**src/rtl/morse_pkg.sv**
```systemverilog
// Shared Morse definitions: one-hot FSM states, element/gap lengths in units,
// and code classification helpers used by the transmitter (and later the receiver).
package morse_pkg;

  typedef enum logic [4:0] {
    S_IDLE     = 5'b00001,
    S_KEY_ON   = 5'b00010,
    S_ELEM_GAP = 5'b00100,
    S_CHAR_GAP = 5'b01000,
    S_WORD_GAP = 5'b10000
  } state_e;

  localparam logic [2:0] DOT_UNITS        = 3'd1;
  localparam logic [2:0] DASH_UNITS       = 3'd3;
  localparam logic [2:0] ELEM_GAP_UNITS   = 3'd1;
  localparam logic [2:0] CHAR_GAP_UNITS   = 3'd3;
  localparam logic [2:0] WORD_EXTRA_UNITS = 3'd4;

  localparam logic [2:0] MAX_ELEMS  = 3'd5;
  localparam logic [5:0] SPACE_CODE = 6'b100000;

  function automatic logic is_space(input logic [5:0] data);
    return (data & SPACE_CODE) == SPACE_CODE;
  endfunction

  // A space wins over any element count, so only non-space codes can be malformed.
  function automatic logic is_malformed(input logic [5:0] data, input logic [2:0] len);
    return !is_space(data) && ((len == 3'd0) || (len > MAX_ELEMS));
  endfunction

endpackage

```
**src/rtl/morse_unit_timer.sv**
```systemverilog
// Morse unit timer: counts clock cycles into units and reports how many whole
// units have elapsed since the last clear.
module morse_unit_timer #(
  parameter int unsigned UNIT_CYCLES = 10_000_000
) (
  input  logic       clk_100MHz,
  input  logic       reset_n,
  input  logic       clear,
  input  logic       start,
  output logic       unit_tick,
  output logic [2:0] units_elapsed
);

  localparam int unsigned CW = (UNIT_CYCLES > 1) ? $clog2(UNIT_CYCLES) : 1;
  localparam logic [CW-1:0] LAST_CYCLE = CW'(UNIT_CYCLES - 1);

  logic [CW-1:0] cyc_q, cyc_d;
  logic [2:0]    units_q, units_d;

  assign unit_tick     = start && (cyc_q == LAST_CYCLE);
  assign units_elapsed = units_q;

  always_comb begin
    cyc_d   = cyc_q;
    units_d = units_q;
    if (clear) begin
      cyc_d   = '0;
      units_d = '0;
    end else if (start) begin
      if (cyc_q == LAST_CYCLE) begin
        cyc_d = '0;
        // Saturate so a stalled consumer never sees the count wrap back to zero.
        if (units_q != 3'd7) begin
          units_d = units_q + 3'd1;
        end
      end else begin
        cyc_d = cyc_q + 1'b1;
      end
    end
  end

  always_ff @(posedge clk_100MHz) begin
    if (!reset_n) begin
      cyc_q   <= '0;
      units_q <= '0;
    end else begin
      cyc_q   <= cyc_d;
      units_q <= units_d;
    end
  end

endmodule

```
**src/rtl/morse_tx.sv**
```systemverilog
// Morse transmitter: takes one character code per valid/ready handshake and keys
// it out with dot/dash/gap timing derived from an internal unit timer.
//
//   state    | meaning
//   ---------+------------------------------------------------------------
//   IDLE     | ready for a code; malformed codes are dropped here with tx_err
//   KEY_ON   | key high for 1 unit (dot) or 3 units (dash) of element bit 0
//   ELEM_GAP | key low 1 unit between elements, then advance to next element
//   CHAR_GAP | key low 3 units after the last element
//   WORD_GAP | key low 4 extra units for a word space
module morse_tx
  import morse_pkg::*;
#(
  parameter int unsigned UNIT_CYCLES = 10_000_000
) (
  input  logic       clk_100MHz,
  input  logic       reset_n,
  input  logic [5:0] char_data,
  input  logic [2:0] char_len,
  input  logic       char_valid,
  output logic       char_ready,
  output logic       key_out,
  output logic       busy,
  output logic       tx_err
);

  state_e     state_q, state_d;
  logic [4:0] shift_q, shift_d;
  logic [2:0] cnt_q, cnt_d;
  logic       key_q, key_d;
  logic       ready_q, ready_d;
  logic       busy_q, busy_d;
  logic       err_q, err_d;

  logic       unit_tick;
  logic [2:0] units_elapsed;
  logic [2:0] target_units;
  logic       unit_done;
  logic       timer_clear;
  logic       timer_start;

  // Every state change restarts the unit count, so each state times from zero.
  assign timer_clear = (state_d != state_q);
  assign timer_start = (state_q != S_IDLE);

  morse_unit_timer #(
    .UNIT_CYCLES (UNIT_CYCLES)
  ) u_timer (
    .clk_100MHz    (clk_100MHz),
    .reset_n       (reset_n),
    .clear         (timer_clear),
    .start         (timer_start),
    .unit_tick     (unit_tick),
    .units_elapsed (units_elapsed)
  );

  always_comb begin
    target_units = DOT_UNITS;
    case (state_q)
      S_KEY_ON:   target_units = shift_q[0] ? DASH_UNITS : DOT_UNITS;
      S_ELEM_GAP: target_units = ELEM_GAP_UNITS;
      S_CHAR_GAP: target_units = CHAR_GAP_UNITS;
      S_WORD_GAP: target_units = WORD_EXTRA_UNITS;
      default:    target_units = DOT_UNITS;
    endcase
  end

  // Exit on the cycle the final unit completes, not one cycle after.
  assign unit_done = unit_tick && (units_elapsed == (target_units - 3'd1));

  always_ff @(posedge clk_100MHz) begin
    if (!reset_n) begin
      state_q <= S_IDLE;
      shift_q <= '0;
      cnt_q   <= '0;
      key_q   <= 1'b0;
      ready_q <= 1'b0;
      busy_q  <= 1'b0;
      err_q   <= 1'b0;
    end else begin
      state_q <= state_d;
      shift_q <= shift_d;
      cnt_q   <= cnt_d;
      key_q   <= key_d;
      ready_q <= ready_d;
      busy_q  <= busy_d;
      err_q   <= err_d;
    end
  end

  always_comb begin
    state_d = state_q;
    shift_d = shift_q;
    cnt_d   = cnt_q;
    err_d   = 1'b0;
    case (state_q)
      S_IDLE: begin
        if (char_valid && ready_q) begin
          if (is_space(char_data)) begin
            state_d = S_WORD_GAP;
          end else if (is_malformed(char_data, char_len)) begin
            err_d = 1'b1;
          end else begin
            state_d = S_KEY_ON;
            shift_d = char_data[4:0];
            cnt_d   = char_len;
          end
        end
      end
      S_KEY_ON: begin
        if (unit_done) begin
          state_d = (cnt_q > 3'd1) ? S_ELEM_GAP : S_CHAR_GAP;
        end
      end
      S_ELEM_GAP: begin
        if (unit_done) begin
          state_d = S_KEY_ON;
          shift_d = shift_q >> 1;
          cnt_d   = cnt_q - 3'd1;
        end
      end
      S_CHAR_GAP: begin
        if (unit_done) begin
          state_d = S_IDLE;
        end
      end
      S_WORD_GAP: begin
        if (unit_done) begin
          state_d = S_IDLE;
        end
      end
      default: begin
        state_d = S_IDLE;
      end
    endcase
  end

  // Outputs are registered copies of next-state decodes, so they align with state_q.
  always_comb begin
    key_d   = (state_d == S_KEY_ON);
    ready_d = (state_d == S_IDLE);
    busy_d  = (state_d != S_IDLE);
  end

  assign char_ready = ready_q;
  assign key_out    = key_q;
  assign busy       = busy_q;
  assign tx_err     = err_q;

endmodule

```
**config.mk**
```make
export PLATFORM = sky130hd
export DESIGN_NAME = morse_tx
export DESIGN_NICKNAME = d
export VERILOG_FILES = /design/src/rtl/morse_pkg.sv /design/src/rtl/morse_unit_timer.sv /design/src/rtl/morse_tx.sv
export SDC_FILE = /design/constraint.sdc
export NUM_CORES = 1
export LEC_CHECK = 0
export ABC_AREA = 1
export BUFFER_PORTS_ARGS = -buffer_cell sky130_fd_sc_hd__buf_2
export CAP_MARGIN = 20
export CORE_UTILIZATION = 34
export CTS_CLUSTER_SIZE = 16
export DETAILED_ROUTE_END_ITERATION = 10
export HOLD_SLACK_MARGIN = 0.03
export SKIP_LAST_GASP = 1
export SYNTH_ARGS = -nofsm -noshare
export SYNTH_HDL_FRONTEND = slang
export SYNTH_SLANG_ARGS = --single-unit
```
**constraint.sdc**
```tcl
create_clock -name clk_100MHz -period 3.1 [get_ports clk_100MHz]
set_input_delay 0.62 -clock clk_100MHz [delete_from_list [all_inputs] [get_ports clk_100MHz]]
set_output_delay 0.62 -clock clk_100MHz [all_outputs]
set_load 0.02 [all_outputs]
```
==> summary.txt <==
die area -> 0.008550 sq mm
cell-internal power -> 913.9 uW
Gate power share -> 0.177
VDD IR-drop max -> 264.9 uV
Power Density -> 413.4 mW/mm^2
Post-DP HPWL -> 4722 um
CP Launch Point -> state_q[0]
Ys Warns -> 0
depth of the most critical reg-to-reg path -> 17
DR vias/cell -> 4.860
crit end category -> register
area delta synth->final -> 12.99%
fin nets -> 456
I/O pin count -> 16
antenna cell count -> 0
setup TNS -> 0 ps
grt total ovfl -> 0
Clk Latency, worst-skew pair -> 300 ps
worst setup margin -> 264.4 ps
most common cell in the netlist -> nand2_1
CP Class -> register to register
Setup-failing EPs final -> 0
switching pwr -> 386.0 uW
DRT iter0 DRCs -> 100
Slew @ Worst Pin -> 569.1 ps
CP top delay family -> simple AND/OR/NAND/NOR gates
number of buffers created by CTS -> 5
Core Area -> 0.007807 sq mm
area post-placement -> 0.002948 sq mm
ratio of cells with drive above 1 in the final layout -> 0.1617
mux share of post-synthesis cell area -> 0.007194
vias in the first global route -> 2470
synth unique cells -> 31
top cells by count, synth -> 87 x nand2_1, 62 x inv_1, 48 x nor2_1
clk sink count -> 44
RSZ-0062 raised after global routing -> false
CP max FO -> 13
synthesized instance count -> 420
Synth Area in Adders -> 0.02698
status -> completed
fin crit share -> 0.9147
path length in cells of the critical path -> 17
TritonRoute pass-1 iters -> 4
Slew HR -> 0.6177
most frequent CP cell -> nor2_2
Sw Ratio -> 0.2969
CTS Root Cell -> clkbuf_8
Clock power frac -> 0.365
Die Wd -> 92.47 um
cell taking the most area after synthesis -> dfxtp_1
Routed WL -> 6616 um
Seq pwr share -> 0.458
worst clock skew -> 11.14 ps
Hold Path Stages -> 2
Hold Crit Class -> register to register
EDFF count, synth -> 0
post-route ant nets -> 0
Seq/Total Area, Yosys -> 0.3165
largest family of logic cells by synthesized area -> simple AND/OR/NAND/NOR gates
Final Cell Area -> 0.003144 sq mm
total power -> 1.300 mW
Req. time, crit path -> 3350 ps
Most used DFF post-synth -> dfxtp_1
# DRC -> 0
H-tree Lvls -> 2
row count -> 32
ys async rst share -> 0
Synth top area share -> 0.3165
fmax -> 352.7 MHz
maxcap violations -> 0
Initial Util -> 0.3564
post-synthesis xor/xnor area fraction -> 0.06610
Fillers -> 847
clock transition at the registers of the reported paths -> 90 ps
minimum clock period after layout -> 2836 ps
Slowest Stage Delay on Critical Path -> 390 ps
Fin. Hold Viols -> 0
IO Port Bufs -> 15
CTS tree -> yes
largest net degree at the start of global routing -> 28
final slew viol count -> 0
Simple-Gate Fraction of Synth Area -> 0.4002
P_leak -> 1.284 nW
syn avg cell area -> 6.625 sq um
Final Wtd Congestion -> 0.9325
GRT Util Overall -> 0.1570
Area contributors post-synth -> dfxtp_1 32%, nand2_1 12%, inv_1 8.4%
CP max-delay cell -> dfxtp_1
Synth Area in Compound Gates -> 0.07644
RR Startpoint -> state_q[0]
crit start category -> register
Cell Area, Synth -> 0.002783 sq mm
Buf+Inv Stages, Crit Path -> 2
syn_nets -> 438
first-pass GRT wire length -> 11040 um
WL/cell -> 12.23 um
via count -> 2629
ordered list of cells on the worst path -> nor2_2 -> nand3_1 -> nor2_1 -> a21oi_1 -> ha_1 -> xnor2_1 -> inv_1 -> nand3_1 -> nor2_2 -> nand2_4 -> nand2_2 -> nand2_1 -> o21ai_1 -> a21oi_4 -> nand3_4 -> buf_12 -> nor2_2
Place WS -> 203.5 ps
clk buf depth -> 2
initial antenna violation count -> 0
hold path start -> shift_q[3]
synthesized flop and latch total -> 44
Die Y-Extent -> 92.47 um
Worst Path Arrival -> 3080 ps
logic make-up (layout without fill, tap and decap cells):
family | count (synthesis) | count (layout)
simple gates | 235 | 237
mux | 2 | 2
xor+xnor | 21 | 21
buf+inv | 74 | 91
flops | 44 | 44
compound gates | 38 | 38
fa+ha+maj | 6 | 6
layout make-up:
class | instances | area, sq um | share of cell area
tap | 102 | 127.6 | 0.04059
clock buffer | 6 | 82.58 | 0.02626
timing repair buffer | 18 | 110.1 | 0.03502
sequential | 44 | 880.8 | 0.2801
clock inverter | 2 | 38.79 | 0.01234
inverter | 65 | 244.0 | 0.07760
multi-input combinational | 304 | 1660 | 0.5281
layer usage:
| layer | part of all wire | track usage | vias to the layer above |
|---|---|---|---|
| met1 | 0.51 | 0.2175 | 1192 |
| met4 | 0.0080 | 0.04167 | 0 |
| met3 | 0.041 | 0.02545 | 8 |
| li1 | - | - | 1375 |
| met5 | 0 | 0 | - |
| met2 | 0.44 | 0.2512 | 54 |
timing repair:
item | 4_1_cts | 5_1_grt
hold buffers | 0 | 0
endpoints found under the setup margin | 0 | 27
resized for setup | 0 | 6
buffers inserted | 0 | 1
power groups by stage:
stage	registers (mW)	logic, mW	clock network, mW
5_1_grt	0.599	0.251	0.502
3_3_place_gp	0.609	0.181	0
6_report	0.596	0.230	0.474
4_1_cts	0.596	0.184	0.490
2_1_floorplan	0.612	0.146	0
3_5_place_dp	0.609	0.183	0
per-stage QoR:
| stage | hold WS [ps] | instances | util |
|---|---|---|---|
| floorplan | 455.6 | 420 | - |
| finish | 488.0 | 541 | 0.4027 |
| CTS | 490.8 | 538 | 0.3931 |
| detailed placement | 475.9 | 530 | 0.3776 |
| global route | 510.6 | 541 | 0.4027 |
| global placement | 465.4 | 530 | 0.3776 |
cell usage in the layout (no fill, tap or decap), types with 4 or more instances in the layout:
cell type	n
o21ai_0	15
nand3_1	28
nand2_1	86
dfxtp_1	44
inv_1	62
xor2_1	18
buf_2	15
nand2_2	5
nor4_1	5
ha_1	6
nor2_1	48
a21oi_1	10
nand4_1	15
nor2_2	25
nand3b_1	4
a31oi_1	8
clkbuf_8	6
nor3_1	11
registers in the layout (all words and copies together) (netlist names):
signal and cells:
key_out 1, state_q 5, u_timer.cyc_q 24, u_timer.units_elapsed 3, busy 1, cnt_q 3
tx_err 1, char_ready 1, shift_q 5
worst paths after layout:
| check | end | slack, ps |
|---|---|---|
| max | u_timer.cyc_q[1] | 260 |
| min | shift_q[2] | 490 |
| max reg2reg | u_timer.cyc_q[1] | 260 |
| min reg2reg | shift_q[2] | 490 |
tightest hold or removal path: cells and delay by family, from the launching register on:
family	cells	cell delay, ps
AOI/OAI and AO/OA	1	70
DFF	1	320
and+or+nand+nor	1	60
Note: power is estimated with default switching activity, not from simulation.
